==> config.mk <==
export PLATFORM = sky130hd
export DESIGN_NAME = interconn_txq
export DESIGN_NICKNAME = d
export VERILOG_FILES = /design/src/rtl/interconn_txq.sv
export SDC_FILE = /design/constraint.sdc
export NUM_CORES = 1
export LEC_CHECK = 0
export ABC_CLOCK_PERIOD_IN_PS = 6400
export BUFFER_PORTS_ARGS = -buffer_cell sky130_fd_sc_hd__buf_2
export CAP_MARGIN = 5
export CORE_MARGIN = 2
export CORE_UTILIZATION = 58
export DETAILED_ROUTE_END_ITERATION = 8
export PLACE_DENSITY_LB_ADDON = 0.2
export SKIP_LAST_GASP = 1
export SYNTH_ARGS = -nofsm -noshare
export SYNTH_HDL_FRONTEND = slang
export SYNTH_SLANG_ARGS = --single-unit
export TNS_END_PERCENT = 50
==> constraint.sdc <==
create_clock -name clk -period 6.4 [get_ports clk]
set_clock_uncertainty 0.15 [all_clocks]
set_input_delay 1.28 -clock clk [delete_from_list [all_inputs] [get_ports clk]]
set_output_delay 1.28 -clock clk [all_outputs]
set_load 0.02 [all_outputs]
==> src/rtl/interconn_txq.sv <==
// Per-MVU outbound transmit queue: buffers write requests in a circular FIFO and
// issues them one per cycle to the crossbar source port through registered outputs.
module interconn_txq #(
  parameter int unsigned N     = 8,
  parameter int unsigned W     = 64,
  parameter int unsigned BADDR = 15,
  parameter int unsigned DEPTH = 4,
  parameter int unsigned AW    = 2
) (
  input  logic             clk,
  input  logic             clr,
  input  logic             in_valid,
  output logic             in_ready,
  input  logic [N-1:0]     in_to,
  input  logic [BADDR-1:0] in_addr,
  input  logic [W-1:0]     in_word,
  input  logic             hold,
  input  logic             flush,
  output logic [N-1:0]     send_to,
  output logic             send_en,
  output logic [BADDR-1:0] send_addr,
  output logic [W-1:0]     send_word,
  output logic [AW:0]      count,
  output logic             drop_err
);

  localparam int unsigned PW = AW + 1;
  localparam int unsigned EW = N + BADDR + W;

  logic [EW-1:0] mem [DEPTH];
  logic [PW-1:0] wr_ptr;
  logic [PW-1:0] rd_ptr;
  logic          empty;
  logic          full;
  logic          accept;
  logic          push;
  logic          zero_req;
  logic          pop;

  // Status flags derive from registered pointers only; no look-ahead on a same-cycle pop.
  always_comb begin
    empty    = (wr_ptr == rd_ptr);
    full     = (wr_ptr[AW-1:0] == rd_ptr[AW-1:0]) && (wr_ptr[AW] != rd_ptr[AW]);
    in_ready = !clr && !full && !flush;
    accept   = in_valid && in_ready;
    push     = accept && (in_to != '0);
    zero_req = accept && (in_to == '0);
    pop      = !empty && !hold && !flush;
    count    = wr_ptr - rd_ptr;
  end

  // Entry storage; pointers alone are authoritative, so no reset here.
  always_ff @(posedge clk) begin
    if (push) begin
      mem[wr_ptr[AW-1:0]] <= {in_to, in_addr, in_word};
    end
  end

  // Pointers, issue registers and sticky error. Flush overrides push and pop.
  always_ff @(posedge clk or posedge clr) begin
    if (clr) begin
      wr_ptr    <= '0;
      rd_ptr    <= '0;
      send_en   <= 1'b0;
      send_to   <= '0;
      send_addr <= '0;
      send_word <= '0;
      drop_err  <= 1'b0;
    end else begin
      if (zero_req) begin
        drop_err <= 1'b1;
      end
      if (flush) begin
        rd_ptr    <= wr_ptr;
        send_en   <= 1'b0;
        send_to   <= '0;
        send_addr <= '0;
        send_word <= '0;
      end else begin
        if (push) begin
          wr_ptr <= wr_ptr + PW'(1);
        end
        if (pop) begin
          rd_ptr                           <= rd_ptr + PW'(1);
          send_en                          <= 1'b1;
          {send_to, send_addr, send_word}  <= mem[rd_ptr[AW-1:0]];
        end else begin
          // Idle source drives zeros so the crossbar OR-reduction stays clean.
          send_en   <= 1'b0;
          send_to   <= '0;
          send_addr <= '0;
          send_word <= '0;
        end
      end
    end
  end

endmodule

Yosys cells after proc, flatten, opt, wreduce, memory -nomap -nowiden
Memories as Yosys holds them, arrays and structs flattened.
Index checks and enable logic that the tools add are counted.
- bits of input ports: 92
- word-level logic and storage cells: 44
- memories kept: 1
- bits in writable memories: 348
- flip-flop bits (word level): 95
- output and inout port bits: 93
- memory list (memory ; depth ; bits a word ; read ports ; clocked after Yosys merged registers in ; wr ports ; RTL line ; RTL):
    mem ; 4 ; 87 ; 1 ; 0 ; 1 ; 30 ; logic [EW-1:0] mem [DEPTH];
- equal/unequal tests: 3
- reductions and logical operators: 17
- bitwise logic cells: 1
- add/sub/neg operators: 3
- multiplexer cells: 12
- operator list (kind ; number):
    two-way mux 64 bit ; 2
    two-way mux 15 bit ; 2
    two-way mux 8 bit ; 2
    logical AND 1 bit ; 8
    zero test 8 bit ; 1
    nonzero test 8 bit ; 1
    adder 3 x 1 -> 3 bit (second input constant) ; 2
    two-way mux 3 bit ; 2
    zero test 1 bit ; 5
    two-way mux 1 bit ; 4
    equality test 3 bit ; 1
    subtractor 3 bit ; 1
    equality test 2 bit ; 1
    AND reduction 2 bit ; 1
    nonzero test 2 bit ; 1
    != test 1 bit ; 1
    inverter 1 bit ; 1

Longest topological paths before layout
Gate-level depths: netlist (run 1).
- depth in word-level cells: 9
- depth in mapped cells: 10
- gate-level depth less buffers: 6

Worst setup path before layout (run 1)
Ideal clock, no wire load.
- path type: register to register
- start: register rd_ptr[1]
- end: memory mem[3][0] (netlist name) (enable)
- library setup time: 0.519 ns
- period minus slack after synthesis: 5.677 ns
- stages on the path, launching flop included: 9
- path slack: 0.723 ns
- path buffers: 3
- arrival: 5.009 ns
- required time: 5.731 ns
- cell sequence: dfrtp_1 buf_2 buf_2 buf_2 inv_1 ha_1 nand2_1 o211ai_1 nor3b_2
- longest elaborated chain between the ends: 9
- ends and longest elaborated chain (what ; RTL line ; RTL):
    start, declared ; 32 ; logic [PW-1:0] rd_ptr;
    start signal, assigned ; 74 ; rd_ptr <= wr_ptr;
    start signal, assigned ; 84 ; rd_ptr <= rd_ptr + PW'(1);
    equality test 2 bit ; 43 ; full = (wr_ptr[AW-1:0] == rd_ptr[AW-1:0]) && (wr_ptr[AW] != rd_ptr[AW]);
    logical AND 1 bit ; 43 ;
    zero test 1 bit ; 44 ; in_ready = !clr && !full && !flush;
    logical AND 1 bit (2 in series) ; 44 ;
    logical AND 1 bit ; 45 ; accept = in_valid && in_ready;
    logical AND 1 bit ; 46 ; push = accept && (in_to != '0);
    two-way mux 1 bit ; 54 ; if (push) begin
    two-way mux 1 bit (not written as such) ; 55 ; mem[wr_ptr[AW-1:0]] <= {in_to, in_addr, in_word};
    end, declared ; 30 ;
No other way between the ends.

Worst setup path in the final report (run 1)
- start: register rd_ptr[0]
- end: output count[2]
- longest elaborated chain between the ends: 1
- ends and longest elaborated chain (what ; RTL line ; RTL):
    subtractor 3 bit ; 49 ; count = wr_ptr - rd_ptr;
    end, declared ; 23 ; output logic [AW:0] count,
No other way between the ends.

==> flow_summary.json, run 1 <==
{
  "area_growth_pct": 18.2,
  "gr-usage-met1_pct": 30.1,
  "final_cell_mix": "348 x edfxtp_1, 184 x buf_2, 93 x dfrtp_1",
  "place_hpwl_mm": 17.4,
  "tritoncts": "yes",
  "drive_above_1_share_pct": 41.1,
  "finalWorstSetupSlack_ns": 2.47,
  "grt_usage_pct": 21.6,
  "synth_cell_types": 34,
  "maxCapViolCount": 0,
  "final_common_cell": "edfxtp_1",
  "pwr-share-comb_pct": 21.2,
  "hold_viol_final": 0,
  "path_class": "flop to primary output",
  "vias": 7269,
  "grt_start_max_net_pins": 61,
  "finalCritPeriodShare_pct": 61.5,
  "ir_drop_mv": 0.234,
  "worstSetupStartpointType": "flop",
  "boundaryPins": 185,
  "maxSlewViolCount": 0,
  "crit_family": "flip-flops",
  "top_usage_layer": "met2",
  "wl_per_cell_um": 22.8,
  "drtIter0Drc": 541,
  "p_int_uw": 6050,
  "ys_seq_elements": 443,
  "cts_made_buffers": 43,
  "clk_latency_ns": 0.53,
  "sw_frac_of_total_pct": 26.0,
  "htree_levels": 2,
  "core_mm2": 0.0271,
  "place_congestion": 0.760,
  "io_buffers": 184,
  "n_fill_cell": 1651,
  "cts_resized": 0,
  "clockPowerShare_pct": 34.3,
  "first_global_vias": 7965,
  "ctsHoldBuffers": 0,
  "yosys_most_used_dff": "edfxtp_1",
  "slew_headroom_pct": 30.8,
  "max_freq_mhz": 254,
  "end_kind": "primary output",
  "cp.arrival_ns": 2.50,
  "gr-total-overflow": 0,
  "syn_inst": 692,
  "power_switching_uw": 2120,
  "clk_pin_slew_ns": 0.06,
  "synth_edf_count": 348,
  "whs_ns": 0.370,
  "fin_crit_ns": 3.93,
  "route.detailed.drc": 0,
  "total_power_uw": 8170,
  "outcome": "completed",
  "setup_violations": 0,
  "clock_path_buffers": 3,
  "ant_nets": 0,
  "required_ns": 4.97,
  "syn_nets": 792,
  "final.setup.tns_ns": 0,
  "worstMarginPinSlew_ns": 1.04,
  "netlist_top_cells_area": "edfxtp_1 65%, dfrtp_1 15%, mux4_2 12%",
  "dieHeight_um": 170,
  "max_stage_delay_ns": 0.76,
  "place_ws_ns": 2.32,
  "nets": 1001,
  "met2_usage_pct": 35.3,
  "die-width_um": 170,
  "vias_per_cell": 5.54,
  "final_core_util_pct": 70.1,
  "gr-usage-met3_pct": 4.79,
  "synth_warnings": 0,
  "cts_sinks": 443,
  "powerDensity_mw_per_mm2": 430,
  "post_cts_buffers": 0,
  "rsz0062_at_grt": "no",
  "pwr-share-seq_pct": 44.6,
  "synthArstFlopShare_pct": 21.4,
  "path_max_fanout": 39,
  "first_pass_iters": 4,
  "grt_pass1_wl_mm": 46.3,
  "synth-seq-area-share_pct": 79.8,
  "cts-root-buf": "clkbuf_16",
  "synth_area_per_cell_um2": 23.2,
  "path_cells": "ha_1 -> fa_1 -> xnor2_1 -> buf_2",
  "slowest_stage": "dfrtp_4",
  "drt_wl_total_mm": 29.9,
  "yosysTopAreaCellShare_pct": 65.0,
  "p_leak_uw": 0.00716,
  "hold_class": "flop to flop",
  "antenna_found_initial": 7,
  "synth_top_area_cell": "edfxtp_1",
  "crit_buf_inv": 1,
  "syn_area_mm2": 0.0161,
  "die-area_mm2": 0.0290,
  "initial_core_util_pct": 59.3,
  "rows": 60
}
worst paths after layout:
check / from / end / slack (ns) / cells after the start
max in group asynchronous: clr / send_word[27] / 4.23 / 3
worst min-delay path: drop_err / drop_err / 0.37 / 1
worst max-delay path: rd_ptr[0] / count[2] / 2.47 / 4
worst min register to register: drop_err / drop_err / 0.37 / 1
worst max register to register: rd_ptr[0] / mem[0][65] / 2.55 / 6
min in group asynchronous: clr / send_word[18] / 0.67 / 2
logic make-up (layout without fill, tap and decap cells):
group	after synthesis	count (layout)	share of synthesized area (%)
mux	88	88	12.3
simple gates	101	101	5.05
flops	443	443	79.8
other cells	0	6	0
fa+ha+maj	8	8	0.670
compound gates	9	9	0.475
buf+inv	37	280	1.30
xor+xnor	6	6	0.374
routing by layer:
layer	vias to the layer above	routed length, µm
li1	3160	-
met1	3864	12600
met2	206	15200
met3	37	1660
met4	2	490
met5	-	11
cell usage after synthesis (4+ instances only):
cell type    n
and2b_1     19
inv_1        8
nor2b_1     48
ha_1         7
nor2b_4     20
dfrtp_1     95
xnor2_1      4
edfxtp_1   348
mux4_2      87
buf_2       12
clkbuf_1    11
per-stage QoR:
step                instances  instance area (µm²)
floorplan                 692                16100
global placement         1228                17400
detailed placement       1228                17400
CTS                      1307                19000
global route             1310                19000
finish                   1313                19000
area by class of cell:
| class | instances | area [µm²] | share of cell area [%] |
|---|---|---|---|
| Antenna cell | 6 | 15.0 | 0.0791 |
| Inverter | 8 | 32.5 | 0.171 |
| Timing Repair Buffer | 193 | 988 | 5.20 |
| Tap cell | 372 | 465 | 2.45 |
| Clock buffer | 54 | 1200 | 6.32 |
| Multi-Input combinational cell | 212 | 3040 | 16.0 |
| Sequential cell | 443 | 12800 | 67.6 |
| Clock inverter | 25 | 410 | 2.16 |
registers in the layout (all words and copies together) (netlist names):
register / cells
wr_ptr: 3
send_addr: 15
send_word: 64
rd_ptr: 3
drop_err: 1
send_to: 8
mem: 348
send_en: 1
power by group through the flow:
stage | logic, µW | registers, µW | clock network [µW]
global route | 1860 | 3680 | 2960
detailed placement | 1750 | 3700 | 0
global placement | 1720 | 3690 | 0
CTS | 1760 | 3650 | 2840
floorplan | 1240 | 3720 | 0
finish | 1730 | 3640 | 2800
Note: power is estimated with default switching activity, not from simulation.
==> inputs of run 2 (changes only) <==
Settings changed: ABC_CLOCK_PERIOD_IN_PS 6400 to 3750.
Clock period 6.4 ns to 3.75 ns, I/O delays scaled along.
==> run 2 against run 1 <==
Net effect: critical path depth unchanged; sequential power is 64% higher; clock-buffer cell count is 12 higher; wire length is 2.4% lower; clock power grew 43%; global-route usage shrank 0.50 points; non-clock buffer count grew 10; cell area is 0.59% lower; sequential share of layout area is 0.40 points higher.
==> flow_summary.json, run 2 (synthesized netlist as in run 1, its figures left out) <==
{
  "path_class": "flop to primary output",
  "antenna_found_initial": 5,
  "ctsHoldBuffers": 0,
  "rsz0062_at_grt": "no",
  "grt_pass1_wl_mm": 45.5,
  "cp.arrival_ns": 2.36,
  "drive_above_1_share_pct": 40.3,
  "htree_levels": 2,
  "slowest_stage": "fa_1",
  "max_stage_delay_ns": 0.49,
  "clock_path_buffers": 3,
  "dieHeight_um": 170,
  "largest_register_ff_count": 348,
  "powerDensity_mw_per_mm2": 701,
  "die-area_mm2": 0.0290,
  "hold_class": "input pin to flop",
  "outcome": "completed",
  "place_congestion": 0.762,
  "path_max_fanout": 44,
  "place_hpwl_mm": 17.4,
  "setup_violations": 0,
  "grt_start_max_net_pins": 90,
  "end_kind": "primary output",
  "finalCritPeriodShare_pct": 87.0,
  "rows": 60,
  "cts-root-buf": "clkbuf_16",
  "post_cts_buffers": 0,
  "fin_crit_ns": 3.26,
  "ir_drop_mv": 0.588,
  "slew_headroom_pct": 41.3,
  "placed_cells": 1238,
  "crit_buf_inv": 2,
  "core_mm2": 0.0271,
  "ant_nets": 0,
  "cts_made_buffers": 43,
  "worstMarginPinSlew_ns": 0.880,
  "cts_resized": 0,
  "vias_per_cell": 5.56,
  "cts_sinks": 443,
  "boundaryPins": 185,
  "r2r_slack_ns": 0.85,
  "grt_usage_pct": 21.1,
  "drtIter0Drc": 584,
  "die-width_um": 170,
  "gr-total-overflow": 0,
  "p_leak_uw": 0.00710,
  "tritoncts": "yes",
  "first_global_vias": 7952,
  "final_common_cell": "edfxtp_1",
  "whs_ns": 0.287,
  "path_cells": "buf_4 -> fa_1 -> xnor2_1 -> buf_2",
  "max_freq_mhz": 306,
  "vias": 7332,
  "required_ns": 2.85,
  "drt_wl_total_mm": 29.2,
  "crit_family": "buffers and inverters",
  "clk_latency_ns": 0.52,
  "maxCapViolCount": 0,
  "worstSetupStartpointType": "flop",
  "maxSlewViolCount": 0,
  "area_growth_pct": 17.5,
  "first_pass_iters": 5,
  "fin_cells": 1318,
  "nets": 1011,
  "io_buffers": 184,
  "final_cell_mix": "348 x edfxtp_1, 184 x buf_2, 93 x dfrtp_1",
  "route.detailed.drc": 0,
  "initial_core_util_pct": 59.3,
  "clk_pin_slew_ns": 0.06,
  "wl_per_cell_um": 22.2,
  "hold_viol_final": 0
}
==> run 2: cell types whose count changed in the layout (fill, tap and decap cells not counted), moves of 2 or more <==
cell | before | now
clkbuf_1 | 5 | 20
bufinv_16 | 11 | 2
buf_12 | 0 | 8
clkbuf_8 | 4 | 1
diode_2 | 6 | 2
buf_4 | 9 | 11
clkinvlp_4 | 2 | 0
==> run 2: worst paths after layout <==
path,cells after the start,start,end
setup / recovery,4,rd_ptr[1],count[2]
hold / removal,1,in_word[40],mem[1][40]
setup reg to reg,7,rd_ptr[1],rd_ptr[2]
hold reg to reg,1,drop_err,drop_err
max in group asynchronous,3,clr,send_word[46]
min in group asynchronous,2,clr,send_word[20]
==> run 2: cell type report <==
cell class	count	area, µm²
Fill cell	1645	8220
Antenna cell	2	5.00
Timing Repair Buffer	203	1160
Clock buffer	66	1210
Multi-Input combinational cell	212	3060
Inverter	8	32.5
Tap cell	372	465
Sequential cell	443	12800
Clock inverter	12	104
==> run 2: layer usage <==
layer / global-route usage (%) / vias up / routed length (µm)
li1: - / 3168 / -
met4: 5.46 / 8 / 554
met3: 4.42 / 53 / 1890
met1: 29.2 / 3855 / 11900
met2: 34.9 / 248 / 14800
met5: 0 / - / 55
==> run 2: stage by stage <==
step	TNS [ns]	area [µm²]	util [%]	setup WS, ns	power (µW)
after floorplan	-113.96	16100	-	-0.458	8520
after global placement	0	17600	64.8	0.898	9300
after detailed placement	0	17600	64.8	0.827	9370
after CTS	0	18900	69.6	0.426	13400
after global routing	0	18900	69.7	0.437	13800
final	0	18900	69.7	0.486	13200
==> run 2: where the power goes <==
group          switching (µW)  internal, µW
registers                 161          5820
clock network            1640          2360
logic                    1720          1530
==> run 2: worst register-to-register path: cells and delay by family, from the launching register on <==
| kind | cells | cell delay (ns) |
|---|---|---|
| flops | 1 | 0.41 |
| buf+inv | 3 | 1.30 |
| xor+xnor | 1 | 0.19 |
| compound gates | 2 | 0.44 |
| fa+ha+maj | 1 | 0.29 |
